[src/rtl/vop_pkg.sv]
// Shared vop definitions used by the dual-lane decoder and the issue queue.
//   VOP_W     : width of a decoded vop code
//   NOP_VOP   : code that carries no work and is never stored
//   HOLD_VOP  : code that occupies the checker for two cycles
//   vop_t     : decoded vop code
//   entry_t   : queue entry, the vop plus the lane it arrived on
package vop_pkg;

  localparam int VOP_W = 4;

  typedef logic [VOP_W-1:0] vop_t;

  localparam vop_t NOP_VOP  = vop_t'(9);
  localparam vop_t HOLD_VOP = vop_t'(2);

  typedef struct packed {
    logic lane;
    vop_t vop;
  } entry_t;

  // A lane contributes an entry only when it is valid and not a NOP.
  function automatic logic vop_is_kept(input logic valid, input vop_t vop);
    return valid && (vop != NOP_VOP);
  endfunction

endpackage

[src/rtl/vop_issue_fsm.sv]
// RUN/HOLD issue control for the vop issue queue.
// After a HOLD_VOP is handed to the checker the output is blanked for one
// cycle so the checker can finish its second cycle of work.
//   clk, reset      : clock, asynchronous active-low reset
//   flush_i         : synchronous clear, forces RUN and suppresses pop
//   has_entry_i     : queue holds at least one entry
//   head_is_hold_i  : head entry is a HOLD_VOP
//   out_ready_i     : checker accepts the head
//   out_valid_o     : head offered to the checker
//   pop_o           : head consumed on this edge
module vop_issue_fsm (
  input  logic clk,
  input  logic reset,
  input  logic flush_i,
  input  logic has_entry_i,
  input  logic head_is_hold_i,
  input  logic out_ready_i,
  output logic out_valid_o,
  output logic pop_o
);

  typedef enum logic {
    ST_RUN  = 1'b0,
    ST_HOLD = 1'b1
  } state_t;

  state_t state_q, state_d;

  always_ff @(posedge clk or negedge reset) begin
    if (!reset) begin
      state_q <= ST_RUN;
    end else begin
      state_q <= state_d;
    end
  end

  always_comb begin
    state_d     = state_q;
    out_valid_o = 1'b0;
    pop_o       = 1'b0;
    case (state_q)
      ST_RUN: begin
        out_valid_o = has_entry_i;
        // A flush discards the queue, so nothing is consumed that cycle.
        pop_o       = has_entry_i & out_ready_i & ~flush_i;
        if (pop_o && head_is_hold_i) begin
          state_d = ST_HOLD;
        end
      end
      ST_HOLD: begin
        state_d = ST_RUN;
      end
      default: begin
        state_d = ST_RUN;
      end
    endcase
    if (flush_i) begin
      state_d = ST_RUN;
    end
  end

endmodule

[src/rtl/vop_issue_queue.sv]
// Order-preserving 2-in/1-out issue queue between the dual-lane vop decoder
// and the single shared vop checker. NOPs are dropped on entry; kept vops are
// stored in program order (lane 0 before lane 1) in a circular buffer.
//   clk, reset  : clock, asynchronous active-low reset
//   flush       : synchronous clear of the queue contents
//   in_valid    : per-lane valid, bit 0 is lane 0 (older)
//   in_vops     : per-lane decoded vop codes
//   in_ready    : both lanes are accepted this cycle
//   out_valid   : head vop offered to the checker
//   out_vop     : head vop code
//   out_lane    : lane the head vop arrived on
//   out_ready   : checker accepts the head
//   occupancy   : current entry count
module vop_issue_queue
  import vop_pkg::*;
#(
  parameter int DEPTH = 8
) (
  input  logic                         clk,
  input  logic                         reset,
  input  logic                         flush,
  input  logic [1:0]                   in_valid,
  input  logic [1:0][VOP_W-1:0]        in_vops,
  output logic                         in_ready,
  output logic                         out_valid,
  output logic [VOP_W-1:0]             out_vop,
  output logic                         out_lane,
  input  logic                         out_ready,
  output logic [$clog2(DEPTH+1)-1:0]   occupancy
);

  localparam int PW = $clog2(DEPTH);
  localparam int CW = $clog2(DEPTH+1);

  typedef logic [PW-1:0] ptr_t;
  typedef logic [CW-1:0] cnt_t;

  entry_t mem_q [DEPTH];
  ptr_t   wr_ptr_q, wr_ptr_d;
  ptr_t   rd_ptr_q, rd_ptr_d;
  cnt_t   count_q, count_d;

  logic [1:0] keep;
  logic [1:0] k;
  logic       push;
  logic       pop;
  cnt_t       free_slots;
  entry_t     wdata0, wdata1;
  ptr_t       waddr1;
  entry_t     head;

  assign keep[0] = vop_is_kept(in_valid[0], vop_t'(in_vops[0]));
  assign keep[1] = vop_is_kept(in_valid[1], vop_t'(in_vops[1]));
  assign k       = {1'b0, keep[0]} + {1'b0, keep[1]};

  // Readiness depends only on registered count so the front end never sees
  // a combinational path from its own valids; room for two is always demanded.
  assign free_slots = cnt_t'(DEPTH) - count_q;
  assign in_ready   = (free_slots >= cnt_t'(2)) & ~flush;
  assign push       = in_ready & (k != 2'd0);

  // The oldest kept lane always lands at wr_ptr; lane 1 follows only when
  // both lanes are kept.
  assign wdata0 = keep[0] ? '{lane: 1'b0, vop: vop_t'(in_vops[0])}
                          : '{lane: 1'b1, vop: vop_t'(in_vops[1])};
  assign wdata1 = '{lane: 1'b1, vop: vop_t'(in_vops[1])};
  assign waddr1 = wr_ptr_q + ptr_t'(1);

  assign head       = mem_q[rd_ptr_q];
  assign out_vop    = head.vop;
  assign out_lane   = head.lane;
  assign occupancy  = count_q;

  vop_issue_fsm u_fsm (
    .clk            (clk),
    .reset          (reset),
    .flush_i        (flush),
    .has_entry_i    (count_q != cnt_t'(0)),
    .head_is_hold_i (head.vop == HOLD_VOP),
    .out_ready_i    (out_ready),
    .out_valid_o    (out_valid),
    .pop_o          (pop)
  );

  always_comb begin
    wr_ptr_d = wr_ptr_q;
    rd_ptr_d = rd_ptr_q;
    count_d  = count_q;
    if (flush) begin
      wr_ptr_d = '0;
      rd_ptr_d = '0;
      count_d  = '0;
    end else begin
      if (push) begin
        wr_ptr_d = wr_ptr_q + ptr_t'(k);
      end
      if (pop) begin
        rd_ptr_d = rd_ptr_q + ptr_t'(1);
      end
      count_d = count_q + (push ? cnt_t'(k) : cnt_t'(0)) - (pop ? cnt_t'(1) : cnt_t'(0));
    end
  end

  always_ff @(posedge clk or negedge reset) begin
    if (!reset) begin
      wr_ptr_q <= '0;
      rd_ptr_q <= '0;
      count_q  <= '0;
    end else begin
      wr_ptr_q <= wr_ptr_d;
      rd_ptr_q <= rd_ptr_d;
      count_q  <= count_d;
    end
  end

  // Storage is reset so out_vop/out_lane are never X while out_valid is low.
  always_ff @(posedge clk or negedge reset) begin
    if (!reset) begin
      for (int i = 0; i < DEPTH; i++) begin
        mem_q[i] <= '0;
      end
    end else if (push) begin
      mem_q[wr_ptr_q] <= wdata0;
      if (keep == 2'b11) begin
        mem_q[waddr1] <= wdata1;
      end
    end
  end

endmodule

[config.mk]
export PLATFORM = sky130hd
export DESIGN_NAME = vop_issue_queue
export DESIGN_NICKNAME = d
export VERILOG_FILES = /design/src/rtl/vop_pkg.sv /design/src/rtl/vop_issue_fsm.sv /design/src/rtl/vop_issue_queue.sv
export SDC_FILE = /design/constraint.sdc
export NUM_CORES = 1
export LEC_CHECK = 0
export CORE_MARGIN = 5
export CORE_UTILIZATION = 53
export CTS_CLUSTER_SIZE = 10
export DETAILED_ROUTE_END_ITERATION = 7
export PLACE_DENSITY_LB_ADDON = 0.12
export SLEW_MARGIN = 20
export SYNTH_ARGS = -nofsm -noshare
export SYNTH_HDL_FRONTEND = slang
export SYNTH_SLANG_ARGS = --single-unit
[constraint.sdc]
create_clock -name clk -period 2.7 [get_ports clk]
set_clock_uncertainty 0.1 [all_clocks]
set_input_delay 0.54 -clock clk [delete_from_list [all_inputs] [get_ports clk]]
set_output_delay 0.54 -clock clk [all_outputs]
set_load 0.01 [all_outputs]
==> results.md, run 1 <==
* Status: finished, violations left
* Violated checks: negative setup slack
* Count of final max-slew check failures at 0
* Library cell occupying the most area in the post-synthesis netlist: sky130_fd_sc_hd__dfrtp_1
* Share of cells above drive strength 1 at 0.4141
* Most used standard cells in the synthesized netlist: sky130_fd_sc_hd__dfrtp_1, sky130_fd_sc_hd__nand2_1, sky130_fd_sc_hd__o221a_1
* TritonCTS buffer count at 5
* Synthesized area per cell at 11.71 um2
* Pin count of the biggest net entering global routing at 24
* Fin worst setup slack at -0.0007567 ns
* Post-Syn Instances at ~270
* Power consumption at around 4.9 mW
* Power per unit of standard cell area at about 1200 nW/um2
* Maximum buffer depth of the clock tree at 2
* Antenna Nets Post-Route at 0
* Type of element launching the critical path: register
* EDFF count, synth at 0
* Crit-path cells: buf_6, ha_1, or3_4, nor2_4, buf_6, nor2_4, nand2_1, ha_1, inv_2, ha_4, fa_2, nor2b_4
* Starting DRC count in detailed routing at 111
* Slew Limit Headroom at 0.4782
* First-pass GRT wire length at 14,660 um
* I/O Buffers at 24
* Maximum clock frequency at 370.3 MHz
* Filler cells at 409
* Data required time of the worst path at 2.82 ns
* Synthesis Warnings at 0
* Starting utilization of the core area at 0.5434
* Horizontal die dimension at 87.68 um
* Number of flip-flops and latches in the synthesized netlist at 51
* TritonCTS clock tree: built
* Syn-to-layout area delta at 32.24%
* Fraction of power consumed by combinational cells at 0.623
* Initial antenna violation count at 0
* Count of standard-cell rows at 28
* Main area contributors after synthesis: sky130_fd_sc_hd__dfrtp_1, sky130_fd_sc_hd__o221a_1, sky130_fd_sc_hd__mux4_2, sky130_fd_sc_hd__ha_1, sky130_fd_sc_hd__nand2_1
* Largest fanout on the critical path at 3
* Last weighted congestion value of the routability-driven placer at 0.8718
* Setup CP Type: reg2reg
* Footprint of the multi-input gates at around 2000 um2
* Worst endpoint data arrival time at ~2.8 ns
* Vias in the first global route at 2,675
* Seq. cell area at 1279 um2
* Min Clock Period, post-route at around 2.7 ns
* Antenna fix cells at 0
* Bufs and invs on worst path at 3
* Cell area after technology mapping at 3198 um2
* Dpl hpwl at 6573 um
* Net count reported at finish at 383
* Area of the core at 5886 um2
* Worst path top cell family by delay: adder cells
* Routed wire length at 8968 um
* RSZ-0062 raised after global routing: true
* Die Ht at between 80 and 90 um
* Portion of the post-synthesis area used by sequential elements at 0.3991
* Final clock period utilization by the worst path at 1.000
* Num ports at 25
* Worst setup EP type: register
* Global-route congestion overflow total at 0
* Count of different cell masters after synthesis at 48
* Latest clock arrival within the worst-skew pair at between 0.3 and 0.4 ns
* Vias after detailed routing at 2,664
* Register share of total power at 0.279
* CTS H-Tree Depth at 2
* Hold crit path type: in2async
* Syn Nets at 302
* Slowest cell delay on critical path at 0.43 ns
* Clk root buf: sky130_fd_sc_hd__clkbuf_8
* Number of endpoints failing setup at the final stage at 1
* Wirelength per Cell at 20.86 um
* Static power due to leakage at 1.684 nW
* Remaining routing DRC violations at 0
* Detailed-route vias per instance at 6.195
* Slew of the pin with the lowest slew margin at 0.7789 ns
* Global-route usage over all layers at 0.2525
* Die Footprint at 7688 um2
* DRT Pass-1 Iters at 4
* Net switching share of the total power at 0.4203
* Clock-pin slew on the worst setup and hold paths at 0.10 ns
* Fraction of synthesis flops using an asynchronous set or reset pin at 1.000
* Most used standard cell by instance count after synthesis: sky130_fd_sc_hd__dfrtp_1
* CP max stage cell: sky130_fd_sc_hd__dfrtp_1
* Share of total power in the clock network at 0.097
* Worst-case setup slack after placement at -0.6763 ns
* Primary FF master, synth: sky130_fd_sc_hd__dfrtp_1
* Number of maximum-capacitance constraint violations at 0
* Share of the synthesized area in the top cell type at 0.3991
* Clock Sinks at 51
* Internal power at 2.827 mW
* Worst supply voltage drop on vdd at 1634 uV
* P_sw at 2.050 mW
* Final hold vios at 0
-- layout by cell type (no fill, tap or decap), types with 3 or more instances in the layout --
cell type                          n
sky130_fd_sc_hd__a2111oi_4         3
sky130_fd_sc_hd__clkbuf_2          3
sky130_fd_sc_hd__nor2_4            3
sky130_fd_sc_hd__dfrtp_1          49
sky130_fd_sc_hd__mux2_2            5
sky130_fd_sc_hd__inv_2             5
sky130_fd_sc_hd__o211ai_4          5
sky130_fd_sc_hd__nor2_1            7
sky130_fd_sc_hd__mux4_2           10
sky130_fd_sc_hd__dlygate4sd2_1    10
sky130_fd_sc_hd__o221a_1          32
sky130_fd_sc_hd__buf_6             3
sky130_fd_sc_hd__ha_4              6
sky130_fd_sc_hd__nand2_1          39
sky130_fd_sc_hd__or3_1             3
sky130_fd_sc_hd__buf_4            59
sky130_fd_sc_hd__a21oi_2           5
sky130_fd_sc_hd__ha_1              7
sky130_fd_sc_hd__nand2b_1          4
sky130_fd_sc_hd__clkdlybuf4s50_1   8
sky130_fd_sc_hd__mux2i_1           3
sky130_fd_sc_hd__o21ai_2           5
sky130_fd_sc_hd__xnor2_2           4
sky130_fd_sc_hd__nor3_2            3
sky130_fd_sc_hd__a2bb2oi_1         8
sky130_fd_sc_hd__clkbuf_8          5
sky130_fd_sc_hd__xor2_1            3
sky130_fd_sc_hd__inv_1             9
-- path summary, 6_finish.rpt --
check	endpoint	slack, ns	from	depth (start not counted)
worst max-delay path	occupancy[1]	-0.0008	occupancy[1]	12
worst min-delay path	mem_q[32]	0.07	reset	1
worst max register to register	occupancy[1]	-0.0008	occupancy[1]	12
worst min register to register	mem_q[36]	0.46	mem_q[36]	1
max in group asynchronous	rd_ptr_q[0]	1.79	reset	2
min in group clk	mem_q[36]	0.46	mem_q[36]	1
-- cells by family (layout without fill, tap and decap cells) --
kind of cell | count (synthesis) | after routing | synth area share
buffers and inverters | 28 | 110 | 0.03756
flip-flops | 51 | 51 | 0.3991
AND/OR/NAND/NOR | 79 | 79 | 0.1272
XOR/XNOR | 9 | 9 | 0.02700
AO/OA/AOI/OAI | 73 | 73 | 0.2484
multiplexers | 18 | 18 | 0.09742
adder cells (fa/ha/maj) | 15 | 15 | 0.06338
-- sequential cells by signal, summed over array words and instances, names as in the netlist --
register / flops
u_fsm.state_q: 1
rd_ptr_q: 3
occupancy: 4
mem_q: 40
wr_ptr_q: 3
-- repair_timing --
item                       4_1_cts  5_1_grt
hold buffers                     0        0
gates resized for setup         30       18
setup endpoints to repair       50       23
pin swaps                       15       14
setup buffers                   11        7
-- stage by stage --
| step | setup TNS, ns | instance area, um2 | hold slack (ns) | std cells | utilization |
|---|---|---|---|---|---|
| 2_1_floorplan | -6.240 | 3293 | 0.1444 | 273 | - |
| 3_5_place_dp | -23.33 | 3913 | 0.4248 | 405 | 0.6648 |
| 5_1_grt | -0.3320 | 4229 | 0.1158 | 430 | 0.7185 |
| 6_report | -0.0007567 | 4229 | 0.07329 | 430 | 0.7185 |
| 3_3_place_gp | -19.73 | 3913 | 0.4142 | 405 | 0.6648 |
| 4_1_cts | -0.01333 | 4150 | 0.08239 | 424 | 0.7051 |
-- layout make-up --
class	count	share of cell area
inverter	15	0.01391
sequential	51	0.3024
clock inverter	3	0.006805
clock buffer	5	0.01627
tap	75	0.02219
timing repair buffer	87	0.1666
multi-input combinational	194	0.4719
-- routing by layer --
layer | GRT usage | vias up | part of all wire | routed length (um)
met3 | 0.05362 | 20 | 0.075 | 672
li1 | - | 1196 | - | -
met1 | 0.3307 | 1343 | 0.41 | 3642
met5 | 0 | - | 0 | 0
met4 | 0.08229 | 0 | 0.026 | 235
met2 | 0.4192 | 105 | 0.49 | 4418
-- power groups by stage --
stage | combinational [mW] | sequential (mW) | clock (mW)
finish | 3.04 | 1.36 | 0.474
global route | 3.30 | 1.40 | 0.512
CTS | 2.85 | 1.35 | 0.484
detailed placement | 2.69 | 1.35 | 0
global placement | 2.63 | 1.35 | 0
floorplan | 1.82 | 1.31 | 0
(Power assumes the default switching activity.)
==> run 2: changes to the inputs <==
--- a/config.mk
+++ b/config.mk
@@ -10,6 +10,7 @@
 export CTS_CLUSTER_SIZE = 10
 export DETAILED_ROUTE_END_ITERATION = 7
 export PLACE_DENSITY_LB_ADDON = 0.12
+export SKIP_CTS_REPAIR_TIMING = 1
 export SLEW_MARGIN = 20
 export SYNTH_ARGS = -nofsm -noshare
 export SYNTH_HDL_FRONTEND = slang
==> run 2 against run 1 <==
Effect of this change:
- the flow now finishes without violations
- non-clock buffer count fell by 13
- die area did not move
- sequential share of layout area rose by 0.51 points
- clock-buffer cell count did not move
- hold slack improved by 0.0030 ns
- core utilization fell by 1.1 points
- flip-flop and latch count did not move
- power fell by 4.7%
==> results.md, run 2 (synthesis gave the netlist of run 1 again) <==
* Hold slack final at 0.07631 ns
* Horizontal die dimension at 87.68 um
* Bufs and invs on worst path at 3
* Worst path top cell family by delay: adder cells
* Min Clock Period, post-route at 2.651 ns
* Wirelength per Cell at 20.73 um
* First-pass GRT wire length at 13,960 um
* Count of standard-cell rows at 28
* Placed instance area at 3913 um2
* Clock-pin slew on the worst setup and hold paths at 0.10 ns
* Num ports at 25
* Data required time of the worst path at 2.86 ns
* Slew of the pin with the lowest slew margin at 0.7437 ns
* Global-route congestion overflow total at 0
* Worst supply voltage drop on vdd at 1546 uV
* Starting DRC count in detailed routing at 117
* Clk root buf: sky130_fd_sc_hd__clkbuf_8
* Global-route usage over all layers at 0.2393
* Starting utilization of the core area at 0.5434
* Static power due to leakage at 1.716 nW
* Final clock period utilization by the worst path at 0.9820
* Maximum buffer depth of the clock tree at 2
* CTS H-Tree Depth at 2
* Fin worst setup slack at roughly 0.049 ns
* Last weighted congestion value of the routability-driven placer at a little under 0.9
* Timing startpoint of the critical path: in_vops[3]
* Share of cells above drive strength 1 at 0.3830
* TritonCTS buffer count at 5
* Final hold vios at 0
* Vias in the first global route at 2,581
* Launch instance of the worst register-to-register path: occupancy[1]
* Slowest cell delay on critical path at 0.51 ns
* Flip-flop count of the largest register, all copies and words added at 40
* Status: finished clean
* Syn-to-layout area delta at 30.16%
* Die Ht at 87.68 um
* Leading cell types in the layout, fill and taps excluded: sky130_fd_sc_hd__dfrtp_1, sky130_fd_sc_hd__buf_4, sky130_fd_sc_hd__nand2_1
* Hold crit path type: in2async
* Die Footprint at around 7700 um2
* Number of maximum-capacitance constraint violations at 0
* Remaining routing DRC violations at 0
* Setup CP Type: in2reg
* Final cell area excluding filler cells at around 4200 um2
* Number of cells on the critical path at 13
* DRT Pass-1 Iters at 4
* Worst setup path endpoint: occupancy[1]
* RSZ-0062 raised after global routing: true
* Clock Sinks at 51
* Worst endpoint data arrival time at 2.81 ns
* Number of cell instances on the worst register-to-register path at 12
* Maximum clock frequency at 377.1 MHz
* Largest fanout on the critical path at 3
* Dpl hpwl at 6573 um
* Crit-path cells: dlymetal6s2s_1, nor4bb_2, nor2_4, inv_2, ha_4, or2_4, nor2_4, nand2_1, ha_1, inv_2, ha_4, fa_2, nor2b_2
* Net count reported at finish at 370
* Worst setup EP type: register
* Detailed-route vias per instance at 6.223
* Slew Limit Headroom at 0.5017
* Area of the core at 5886 um2
* Count of final max-slew check failures at 0
* CP max stage cell: sky130_fd_sc_hd__fa_2
* Number of endpoints failing setup at the final stage at 0
* Power per unit of standard cell area at approximately 1100 nW/um2
* Worst reg2reg setup slack at around 0.12 ns
* TritonCTS clock tree: built
* Pin count of the biggest net entering global routing at 24
* Latest clock arrival within the worst-skew pair at slightly above 0.3 ns
* Register containing the most flip-flops in the final layout: mem_q
* Type of element launching the critical path: input pin
* Routed wire length at 8645 um
* Antenna Nets Post-Route at 0
* Worst-case setup slack after placement at -0.6763 ns
* I/O Buffers at 24
* Vias after detailed routing at 2,595
* Endpoint of the worst-slack reg-to-reg timing path: occupancy[1]
* Antenna fix cells at 0
* Initial antenna violation count at 0
-- run 2: cell types whose count changed in the layout (fill, tap and decap cells not counted), moves of 2 or more --
cell                              change
sky130_fd_sc_hd__dlymetal6s2s_1      +15
sky130_fd_sc_hd__buf_4               -11
sky130_fd_sc_hd__dlygate4sd2_1       -10
sky130_fd_sc_hd__clkbuf_2             -3
sky130_fd_sc_hd__buf_6                -2
sky130_fd_sc_hd__clkdlybuf4s15_1      -2
-- run 2: cell type report --
| class | count | area [um2] |
|---|---|---|
| tap | 75 | 93.84 |
| inverter | 15 | 58.81 |
| fill | 415 | 1723 |
| clock buffer | 5 | 68.82 |
| timing repair buffer | 74 | 664.4 |
| sequential | 51 | 1280 |
| clock inverter | 3 | 28.78 |
| multi-input combinational | 194 | 1968 |
-- run 2: worst min-delay path by stage --
stage          startpoint  slack (ns)   endpoint
6_report            reset        0.08  mem_q[32]
5_1_grt             reset        0.12  mem_q[32]
4_1_cts             reset        0.08   mem_q[9]
3_5_place_dp        reset        0.42  mem_q[32]
3_3_place_gp    mem_q[29]        0.41  mem_q[29]
2_1_floorplan       reset        0.14   mem_q[0]
-- run 2: layer usage --
layer  part of all wire  vias to the layer above  track usage
met1               0.41                     1308       0.3261
met4              0.030                        0      0.07671
met2               0.49                       94       0.3849
met5                  0                        -            0
met3              0.073                       20      0.04892
li1                   -                     1173            -
-- run 2: worst reg2reg max path, delay by kind of cell (launching register included) --
kind / cells / cell delay (ns)
buffers and inverters: 2 / 0.14
adders and majority gates: 4 / 0.94
and+or+nand+nor: 5 / 0.75
DFF: 1 / 0.42
xor gates and xnor gates: 1 / 0.14
-- run 2: power breakdown --
part           leakage (nW)  switching (mW)  internal (mW)
combinational          1.05            1.43           1.38
sequential            0.613           0.247           1.11
clock                0.0502           0.286          0.193
total                  1.72            1.96           2.68
-- run 2: metrics by stage --
| stage | power (mW) | setup TNS, ns | util | std cells |
|---|---|---|---|---|
| 6_report | 4.645 | 0 | 0.7073 | 417 |
| 4_1_cts | 4.537 | -9.297 | 0.6813 | 413 |
| 3_5_place_dp | 4.047 | -23.33 | 0.6648 | 405 |
| 3_3_place_gp | 3.982 | -19.73 | 0.6648 | 405 |
| 2_1_floorplan | 3.123 | -6.240 | - | 273 |
| 5_1_grt | 4.976 | -0.01823 | 0.7073 | 417 |
==> run 3: changes to the inputs <==
--- a/config.mk
+++ b/config.mk
@@ -5,12 +5,14 @@
 export SDC_FILE = /design/constraint.sdc
 export NUM_CORES = 1
 export LEC_CHECK = 0
-export CORE_MARGIN = 5
+export CORE_MARGIN = 2
 export CORE_UTILIZATION = 53
 export CTS_CLUSTER_SIZE = 10
 export DETAILED_ROUTE_END_ITERATION = 7
+export GPL_TIMING_DRIVEN = 1
 export PLACE_DENSITY_LB_ADDON = 0.12
 export SKIP_CTS_REPAIR_TIMING = 1
+export SKIP_LAST_GASP = 1
 export SLEW_MARGIN = 20
 export SYNTH_ARGS = -nofsm -noshare
 export SYNTH_HDL_FRONTEND = slang
==> run 3 against run 2 <==
Effect of this change:
- setup slack worse by 0.022 ns
- sequential power hardly changed
- maximum frequency is 0.83% lower
- critical path type unchanged
- largest cell class unchanged
==> results.md, run 3 (synthesis gave the netlist of run 1 again) <==
* TritonCTS clock tree: built
* Worst setup EP type: register
* Starting DRC count in detailed routing at between 150 and 200
* TritonCTS buffer count at 5
* Net switching share of the total power at 0.4023
* Net count reported at finish at 373
* Hold slack final at 0.1439 ns
* Number of maximum-capacitance constraint violations at 0
* Fraction of power consumed by combinational cells at 0.589
* Internal power at 2.896 mW
* Count of standard-cell rows at 28
* Flip-flop count of the largest register, all copies and words added at 40
* Seq. cell area at 1279 um2
* Data required time of the worst path at around 2.8 ns
* Placed cell count at 406
* Detailed-route vias per instance at slightly above 6
* Final Core Density at 0.7207
* Last weighted congestion value of the routability-driven placer at between 0.8 and 0.9
* Global-route congestion overflow total at 0
* Leading cell types in the layout, fill and taps excluded: sky130_fd_sc_hd__dfrtp_1, sky130_fd_sc_hd__buf_4, sky130_fd_sc_hd__nand2_1
* Filler cells at 418
* Die Ht at just over 80 um
* Remaining routing DRC violations at 0
* P_sw at 1.949 mW
* Worst endpoint data arrival time at 2.81 ns
* Min Clock Period, post-route at 2.674 ns
* Final hold vios at 0
* CP max stage cell: sky130_fd_sc_hd__fa_2
* Met1 routing resource usage after global routing at 0.3650
* Register containing the most flip-flops in the final layout: mem_q
* Syn-to-layout area delta at 32.63%
* Hold crit path type: in2async
* Dpl hpwl at 6504 um
* Number of endpoints failing setup at the final stage at 0
* Vias in the first global route at ~2,600
* Met2 track demand over resource in global routing at 0.4500
* Pin count of the biggest net entering global routing at 29
* Worst path top cell family by delay: adder cells
* Share of total power in the clock network at 0.130
* Vias after detailed routing at 2,568
* Bufs and invs on worst path at 4
* Maximum buffer depth of the clock tree at 2
* Slew of the pin with the lowest slew margin at between 0.7 and 0.8 ns
* Status: finished clean
* Antenna Nets Post-Route at 0
* Starting utilization of the core area at 0.5434
* Setup_tns at 0 ns
* Clock-pin slew on the worst setup and hold paths at about 0.10 ns
* Largest fanout on the critical path at 3
* RSZ-0062 raised after global routing: true
* Horizontal die dimension at 81.68 um
* DRT Pass-1 Iters at 4
* Fin worst setup slack at 0.02638 ns
* Die Footprint at 6672 um2
* Clock Sinks at 51
* Slew Limit Headroom at 0.5036
* Type of element launching the critical path: input pin
* Met3 Resource Use GR at 0.05275
* First-pass GRT wire length at 13,370 um
* CP dominant cell by count: sky130_fd_sc_hd__ha_4
* Worst-case setup slack after placement at -0.6533 ns
* Latest clock arrival within the worst-skew pair at 0.30 ns
* Static power due to leakage at 1.741 nW
* Final clock period utilization by the worst path at 0.9902
* Most heavily used metal layer in global routing: met2
* Num ports at 25
* Initial antenna violation count at 0
* Area of the core at slightly below 6000 um2
* Antenna fix cells at 0
* Clk root buf: sky130_fd_sc_hd__clkbuf_8
* Global-route usage over all layers at 0.2732
* I/O Buffers at 24
* CTS H-Tree Depth at 2
* Register share of total power at 0.281
* Maximum clock frequency at 374.0 MHz
* Count of final max-slew check failures at 0
* Slowest cell delay on critical path at 0.54 ns
* Routed wire length at 8614 um
* Share of cells above drive strength 1 at 0.4000
* Crit-path cells: clkbuf_2, nor4bb_4, nor2_1, buf_4, inv_4, ha_4, or2_4, nor2_4, nand2_2, ha_4, inv_2, ha_4, fa_2, nor2b_1
* Post-Layout Cell Count at 420
* Setup CP Type: in2reg
* Footprint of the multi-input gates at 1998 um2
* Worst supply voltage drop on vdd at 1153 uV
* Power per unit of standard cell area at 1142 nW/um2
* Wirelength per Cell at 20.51 um
## run 3: cell count changes in the layout (fill, tap and decap cells not counted), moves of 2 or more
cell                             before  now
sky130_fd_sc_hd__dlymetal6s2s_1      15   13
sky130_fd_sc_hd__inv_1                8    6
sky130_fd_sc_hd__bufinv_16            0    2
sky130_fd_sc_hd__clkbuf_2             0    2
sky130_fd_sc_hd__clkinv_4             2    0
sky130_fd_sc_hd__nand2_1             39   37
sky130_fd_sc_hd__inv_2                6    8
sky130_fd_sc_hd__buf_6                1    3
sky130_fd_sc_hd__nand2_2              2    4
## run 3: final cells by class
class	count	share of cell area
Tap cell	75	0.02212
Clock inverter	2	0.01416
Clock buffer	6	0.01711
Multi-Input combinational cell	194	0.4711
Sequential cell	51	0.3015
Inverter	15	0.01386
Timing Repair Buffer	77	0.1602
## run 3: worst paths after layout
kind / end / slack, ns / cells after the start / from
min in group clk: mem_q[24] / 0.45 / 1 / mem_q[24]
max in group asynchronous: rd_ptr_q[2] / 1.72 / 2 / reset
worst min-delay path: mem_q[32] / 0.14 / 1 / reset
worst max-delay path: occupancy[1] / 0.03 / 14 / in_vops[0]
worst min register to register: mem_q[24] / 0.45 / 1 / mem_q[24]
worst max register to register: occupancy[1] / 0.04 / 13 / occupancy[1]
## run 3: per-layer routing
layer,wire [um],vias up
met5,0,-
met4,291,0
met3,651,20
met2,4166,114
met1,3505,1255
li1,-,1179
## run 3: stage by stage
stage,instance area [um2],power (mW)
after floorplan,3293,3.123
after CTS,4053,4.666
after global routing,4242,5.155
after global placement,3920,3.974
after detailed placement,3920,4.034
final,4242,4.846
## run 3: power groups by stage
| stage | combinational [mW] | sequential, mW | clock [mW] |
|---|---|---|---|
| after floorplan | 1.82 | 1.31 | 0 |
| after global placement | 2.62 | 1.35 | 0 |
| after detailed placement | 2.68 | 1.36 | 0 |
| after CTS | 2.68 | 1.35 | 0.636 |
| after global routing | 3.10 | 1.39 | 0.663 |
| final | 2.85 | 1.36 | 0.631 |
